## src/rtl/spu_pkg.sv

```systemverilog
// Shared definitions for the SPU shift/rotate pipeline: opcodes, quadword
// type, stage records and lane-shifter control enums.
package spu_pkg;

    localparam logic [10:0] OP_SHLH = 11'b00001011111;
    localparam logic [10:0] OP_SHL  = 11'b00001011011;
    localparam logic [10:0] OP_ROTH = 11'b00001011100;
    localparam logic [10:0] OP_ROT  = 11'b00001011000;

    typedef logic [127:0] quad_t;

    // Issue-stage record: the raw instruction as accepted.
    typedef struct packed {
        logic        valid;
        logic [10:0] opcode;
        quad_t       ra;
        quad_t       rb;
        logic [6:0]  rt_addr;
    } stage_rec_t;

    // Result-stage record carried from stage 2 to writeback.
    typedef struct packed {
        logic       valid;
        quad_t      rt;
        logic [6:0] addr;
        logic       illegal;
    } wb_rec_t;

    typedef enum logic {
        SH_SHIFT  = 1'b0,
        SH_ROTATE = 1'b1
    } shift_mode_e;

    typedef enum logic {
        LANE_WORD = 1'b0,
        LANE_HALF = 1'b1
    } lane_size_e;

endpackage

```

## src/rtl/spu_lane_shifter.sv

```systemverilog
// One halfword or word lane of the SPU shifter: left shift with zero fill
// (count at or beyond lane width gives zero) or left rotate.
// Rotate support is present only when SPU_ROTATE_EN is defined.
module spu_lane_shifter
    import spu_pkg::*;
#(
    parameter lane_size_e SIZE = LANE_WORD,
    localparam int unsigned W  = (SIZE == LANE_HALF) ? 16 : 32,
    localparam int unsigned CW = (SIZE == LANE_HALF) ? 5 : 6
) (
    input  logic [W-1:0]  i_operand,
    input  logic [CW-1:0] i_count,
    input  shift_mode_e   i_mode,
    output logic [W-1:0]  o_result
);

`ifdef SPU_ROTATE_EN
    logic [CW-1:0] w_rsh;

    // Rotate is the OR of a left shift and the complementary right shift;
    // a zero rotate count gives a right shift by W, which is zero.
    always_comb begin
        w_rsh = CW'(W) - {1'b0, i_count[CW-2:0]};
        if (i_mode == SH_ROTATE)
            o_result = (i_operand << i_count[CW-2:0]) | (i_operand >> w_rsh);
        else if (i_count[CW-1])
            o_result = '0;
        else
            o_result = i_operand << i_count[CW-2:0];
    end
`else
    // Shift only; the MSB of the count marks an out-of-range shift.
    always_comb begin
        if (i_mode == SH_ROTATE || i_count[CW-1])
            o_result = '0;
        else
            o_result = i_operand << i_count[CW-2:0];
    end
`endif

endmodule

```

## src/rtl/spu_shift_rotate_pipe.sv

```systemverilog
// SPU RR-form shift/rotate pipeline (shlh, shl, roth, rot) with LATENCY
// issue-to-result cycles (legal 2..6), stall hold and flush kill.
// Define SPU_ROTATE_EN to enable roth/rot; otherwise they report illegal.
module spu_shift_rotate_pipe
    import spu_pkg::*;
#(
    parameter int unsigned LATENCY = 4
) (
    input  logic         clk,
    input  logic         reset,
    input  logic         issue_valid,
    output logic         issue_ready,
    input  logic [10:0]  opcode,
    input  logic [127:0] register_RA,
    input  logic [127:0] register_RB,
    input  logic [6:0]   rt_addr,
    input  logic         stall,
    input  logic         flush,
    output logic         wb_valid,
    output logic [127:0] register_RT,
    output logic [6:0]   wb_addr,
    output logic         wb_illegal,
    output logic         busy
);

    stage_rec_t  r_s1;
    wb_rec_t     r_st [2:LATENCY];

    quad_t       w_half_q;
    quad_t       w_word_q;
    quad_t       w_result;
    logic        w_illegal;
    shift_mode_e w_half_mode;
    shift_mode_e w_word_mode;
    logic        w_unused_rb;

    // Only the count fields of RB feed the lanes.
    assign w_unused_rb = ^r_s1.rb;

    for (genvar g = 0; g < 8; g++) begin : g_half
        spu_lane_shifter #(.SIZE(LANE_HALF)) u_lane (
            .i_operand (r_s1.ra[16*g +: 16]),
            .i_count   (r_s1.rb[16*g +: 5]),
            .i_mode    (w_half_mode),
            .o_result  (w_half_q[16*g +: 16])
        );
    end

    for (genvar g = 0; g < 4; g++) begin : g_word
        spu_lane_shifter #(.SIZE(LANE_WORD)) u_lane (
            .i_operand (r_s1.ra[32*g +: 32]),
            .i_count   (r_s1.rb[32*g +: 6]),
            .i_mode    (w_word_mode),
            .o_result  (w_word_q[32*g +: 32])
        );
    end

    // Decode the stage-1 opcode into lane modes and pick the result.
    always_comb begin
        w_half_mode = SH_SHIFT;
        w_word_mode = SH_SHIFT;
        w_result    = '0;
        w_illegal   = 1'b0;
        case (r_s1.opcode)
            OP_SHLH: w_result = w_half_q;
            OP_SHL:  w_result = w_word_q;
`ifdef SPU_ROTATE_EN
            OP_ROTH: begin
                w_half_mode = SH_ROTATE;
                w_result    = w_half_q;
            end
            OP_ROT: begin
                w_word_mode = SH_ROTATE;
                w_result    = w_word_q;
            end
`endif
            default: w_illegal = 1'b1;
        endcase
    end

    // Pipeline advance: flush kills valids, stall holds, data moves only
    // with a valid so the writeback stage keeps its last result when idle.
    always_ff @(posedge clk or posedge reset) begin
        if (reset) begin
            r_s1 <= '0;
            for (int unsigned k = 2; k <= LATENCY; k++)
                r_st[k] <= '0;
        end else if (flush) begin
            r_s1.valid <= 1'b0;
            for (int unsigned k = 2; k <= LATENCY; k++)
                r_st[k].valid <= 1'b0;
        end else if (!stall) begin
            r_s1.valid <= issue_valid;
            if (issue_valid) begin
                r_s1.opcode  <= opcode;
                r_s1.ra      <= register_RA;
                r_s1.rb      <= register_RB;
                r_s1.rt_addr <= rt_addr;
            end
            r_st[2].valid <= r_s1.valid;
            if (r_s1.valid) begin
                r_st[2].rt      <= w_result;
                r_st[2].addr    <= r_s1.rt_addr;
                r_st[2].illegal <= w_illegal;
            end
            for (int unsigned k = 3; k <= LATENCY; k++) begin
                r_st[k].valid <= r_st[k-1].valid;
                if (r_st[k-1].valid) begin
                    r_st[k].rt      <= r_st[k-1].rt;
                    r_st[k].addr    <= r_st[k-1].addr;
                    r_st[k].illegal <= r_st[k-1].illegal;
                end
            end
        end
    end

    // Any valid stage, including writeback, marks the unit busy.
    always_comb begin
        busy = r_s1.valid;
        for (int unsigned k = 2; k <= LATENCY; k++)
            busy = busy | r_st[k].valid;
    end

    assign issue_ready = !stall && !flush;
    assign wb_valid    = r_st[LATENCY].valid;
    assign register_RT = r_st[LATENCY].rt;
    assign wb_addr     = r_st[LATENCY].addr;
    assign wb_illegal  = r_st[LATENCY].illegal;

endmodule

```

## config.mk

```make
export PLATFORM = sky130hd
export DESIGN_NAME = spu_shift_rotate_pipe
export DESIGN_NICKNAME = d
export VERILOG_FILES = /design/src/rtl/spu_pkg.sv /design/src/rtl/spu_lane_shifter.sv /design/src/rtl/spu_shift_rotate_pipe.sv
export SDC_FILE = /design/constraint.sdc
export NUM_CORES = 1
export LEC_CHECK = 0
export CAP_MARGIN = 20
export CORE_ASPECT_RATIO = 0.75
export CORE_MARGIN = 3
export CORE_UTILIZATION = 41
export CTS_CLUSTER_SIZE = 8
export DETAILED_ROUTE_END_ITERATION = 8
export PLACE_DENSITY_LB_ADDON = 0.12
export SETUP_SLACK_MARGIN = 0.3
export SYNTH_ARGS = -nofsm -noshare
export SYNTH_HDL_FRONTEND = slang
export SYNTH_SLANG_ARGS = --single-unit
```

## constraint.sdc

```tcl
create_clock -name clk -period 27.2 [get_ports clk]
set_input_delay 2.72 -clock clk [delete_from_list [all_inputs] [get_ports clk]]
set_output_delay 2.72 -clock clk [all_outputs]
set_load 0.005 [all_outputs]
```

==> flow_metrics.tcl <==
set metrics [dict create \
    syn-cell-area_um2 34300 \
    synth-async-reset-ratio_pct 100 \
    drtPass1Iterations 5 \
    power_density_nw_per_um2 72.2 \
    seq_area_frac_synth_pct 44.0 \
    p_total_mw 2.86 \
    p_clk_share_pct 33.3 \
    ant_nets 0 \
    fmax_mhz 145 \
    clock-skew-final_ps 23.2 \
    dpl_cell_area_um2 37300 \
    die_w_um 340 \
    grt_max_degree 99 \
    period_needed_ps 6920 \
    max-cap-violations 0 \
    diodes 0 \
    synth_compound_area_share_pct 9.79 \
    whs_ps 462 \
    dp_cells 4156 \
    antenna_found_initial 1 \
    comb_power_share_pct 28.3 \
    grt_setup_unrepaired "false" \
    clockBufferDepth 3 \
    path_class "input pin to output port" \
    preCtsSetupSlack_ps 20030 \
    cp_max_fo 6 \
    setup_viol 0 \
    slew_headroom_pct 29.5 \
    cts_tree "done" \
    cts_hold_buffers 0 \
    vias 24707 \
    wire_per_inst_um 24.2 \
    grt_usage_pct 23.4 \
    finalWeightedCongestion 0.873 \
    yosysWarningCount 0 \
    yosys.area_share.adder_pct 0 \
    synthSimpleGateAreaFrac_pct 8.34 \
    p_switching_uw 953 \
    drc 0 \
    first_global_vias 24947 \
    ys.flop_type "dfrtp_1" \
    avgSynthCellArea_um2 11.2 \
    layout.nets 3406 \
    p_leak_nw 17.1 \
    synthMuxAreaShare_pct 31.8 \
    min_path_type "register to register" \
    post_cts_buffers 0 \
    initial_core_util_pct 41.5 \
    post-route-util_pct 48.0 \
    seq_power_share_pct 38.4 \
    drv_slew 0 \
    grt_pass1_wl_um 159000 \
    core_region_area_um2 82500 \
    gr-total-overflow 0 \
    internal_power_mw 1.91 \
    rows 91 \
    synthXorXnorAreaFrac_pct 0 \
    status "finished, final reports clean" \
    die_area_um2 87100 \
    die_h_um 256 \
    drt_iter0_drc 1804 \
    port_buffers 333 \
    drt_wl_total_um 103000 \
    cts_resized 0 \
    vdd_drop_max_uv 44.7 \
    viasPerCell 5.81 \
    synth_top_family_by_area "multiplexers" \
    endpoint_kind "output port" \
    start_kind "input pin" \
    stdcell_area_um2 39600 \
    hold_viol_final 0 \
    root_buffer "clkbuf_16" \
    io_pins 418 \
    nFillCells 7527 \
    drive_gt1_share_pct 25.8 \
    worstPathRequired_ps 24480 \
    period_share_pct 25.4 \
    clkSlewWorstSetupHoldPaths_ps 50 \
    clock_latency_ps 630 \
    switching_share_pct 33.3 \
    worst_pin_slew_ps 1060 \
    htree_levels 3 \
    synthCells 3047 \
    layout_commonest_cell "dfrtp_1" \
    arrival_ps 4200 \
    finalSetupTns_ps 0 \
    syn_to_final_growth_pct 15.7 \
    ys_ff_latch 602 \
    hpwl_um 73600 \
    synth_nets 3326 \
    cts_made_buffers 85 \
    final_cell_count_no_fill 4256 \
    final_cell_mix "dfrtp_1 (597), mux2_2 (534), clkdlybuf4s50_1 (333)" \
    clock_sinks 602 \
    worst_slack_ps 20280 \
    synth_edf_count 0 \
    ys_types 73 \
]
worst paths after layout:
path | cells after the start | slack, ps | to | startpoint
max | 3 | 20280 | issue_ready | stall
min | 2 | 460 | r_st[361] | r_st[361]
max reg2reg | 8 | 23510 | r_st[371] | r_s1[274]
min reg2reg | 2 | 460 | r_st[361] | r_st[361]
max in group asynchronous | 6 | 20880 | register_RT[92] | reset
min in group asynchronous | 2 | 2610 | register_RT[33] | reset
logic make-up (layout without fill, tap and decap cells):
kind of cell,Yosys count,count (layout)
buffers and inverters,408,501
DFF,602,602
and+or+nand+nor,631,631
AOI/OAI and AO/OA,527,527
muxes,879,879
cells in the mapped netlist (21+ instances only):
cell,number,area (um2)
buf_2,29,145
inv_1,21,78.8
mux2i_1,231,2310
o211ai_1,32,240
clkbuf_1,189,709
nand3_1,40,200
nor3_1,36,180
mux4_2,114,2570
buf_1,23,86.3
o21ai_0,173,866
mux2_2,534,6010
nand2_1,294,1100
dfrtp_1,602,15100
buf_4,135,1010
nor2_1,135,507
a21oi_1,99,495
a211oi_1,31,233
o31ai_1,25,188
per-layer routing:
metal  routed length [um]  track usage, %  vias up
met5                    0               0        -
met4                 1480            4.28        0
met3                 6970            5.21      112
met2                44500            34.1      746
met1                50100            35.8    12655
li1                     -               -    11194
power by group through the flow:
stage	Combinational [mW]	Sequential, mW	Clock (mW)
finish	0.809	1.10	0.953
global route	0.875	1.11	1.02
CTS	0.802	1.10	0.988
detailed placement	0.798	1.11	0
global placement	0.794	1.11	0
floorplan	0.624	1.02	0
worst max-delay path, cell delays in order:
cell	delay, ps
clkdlybuf4s50_1	570
nor2_1	340
clkdlybuf4s50_1	570
area by class of cell:
type | count | area [um2] | area share [%]
Tap cell | 1116 | 1400 | 3.52
Inverter | 29 | 116 | 0.294
Multi-Input combinational cell | 2037 | 17100 | 43.2
Clock inverter | 4 | 46.3 | 0.117
Clock buffer | 96 | 2260 | 5.71
Sequential cell | 602 | 15100 | 38.0
Timing Repair Buffer | 372 | 3630 | 9.15
registers in the layout, summed over array words and instances (netlist names):
signal       count
r_s1           191
r_st           274
register_RT    128
wb_addr          7
wb_illegal       1
wb_valid         1
Power figures use the tool's default switching activity.
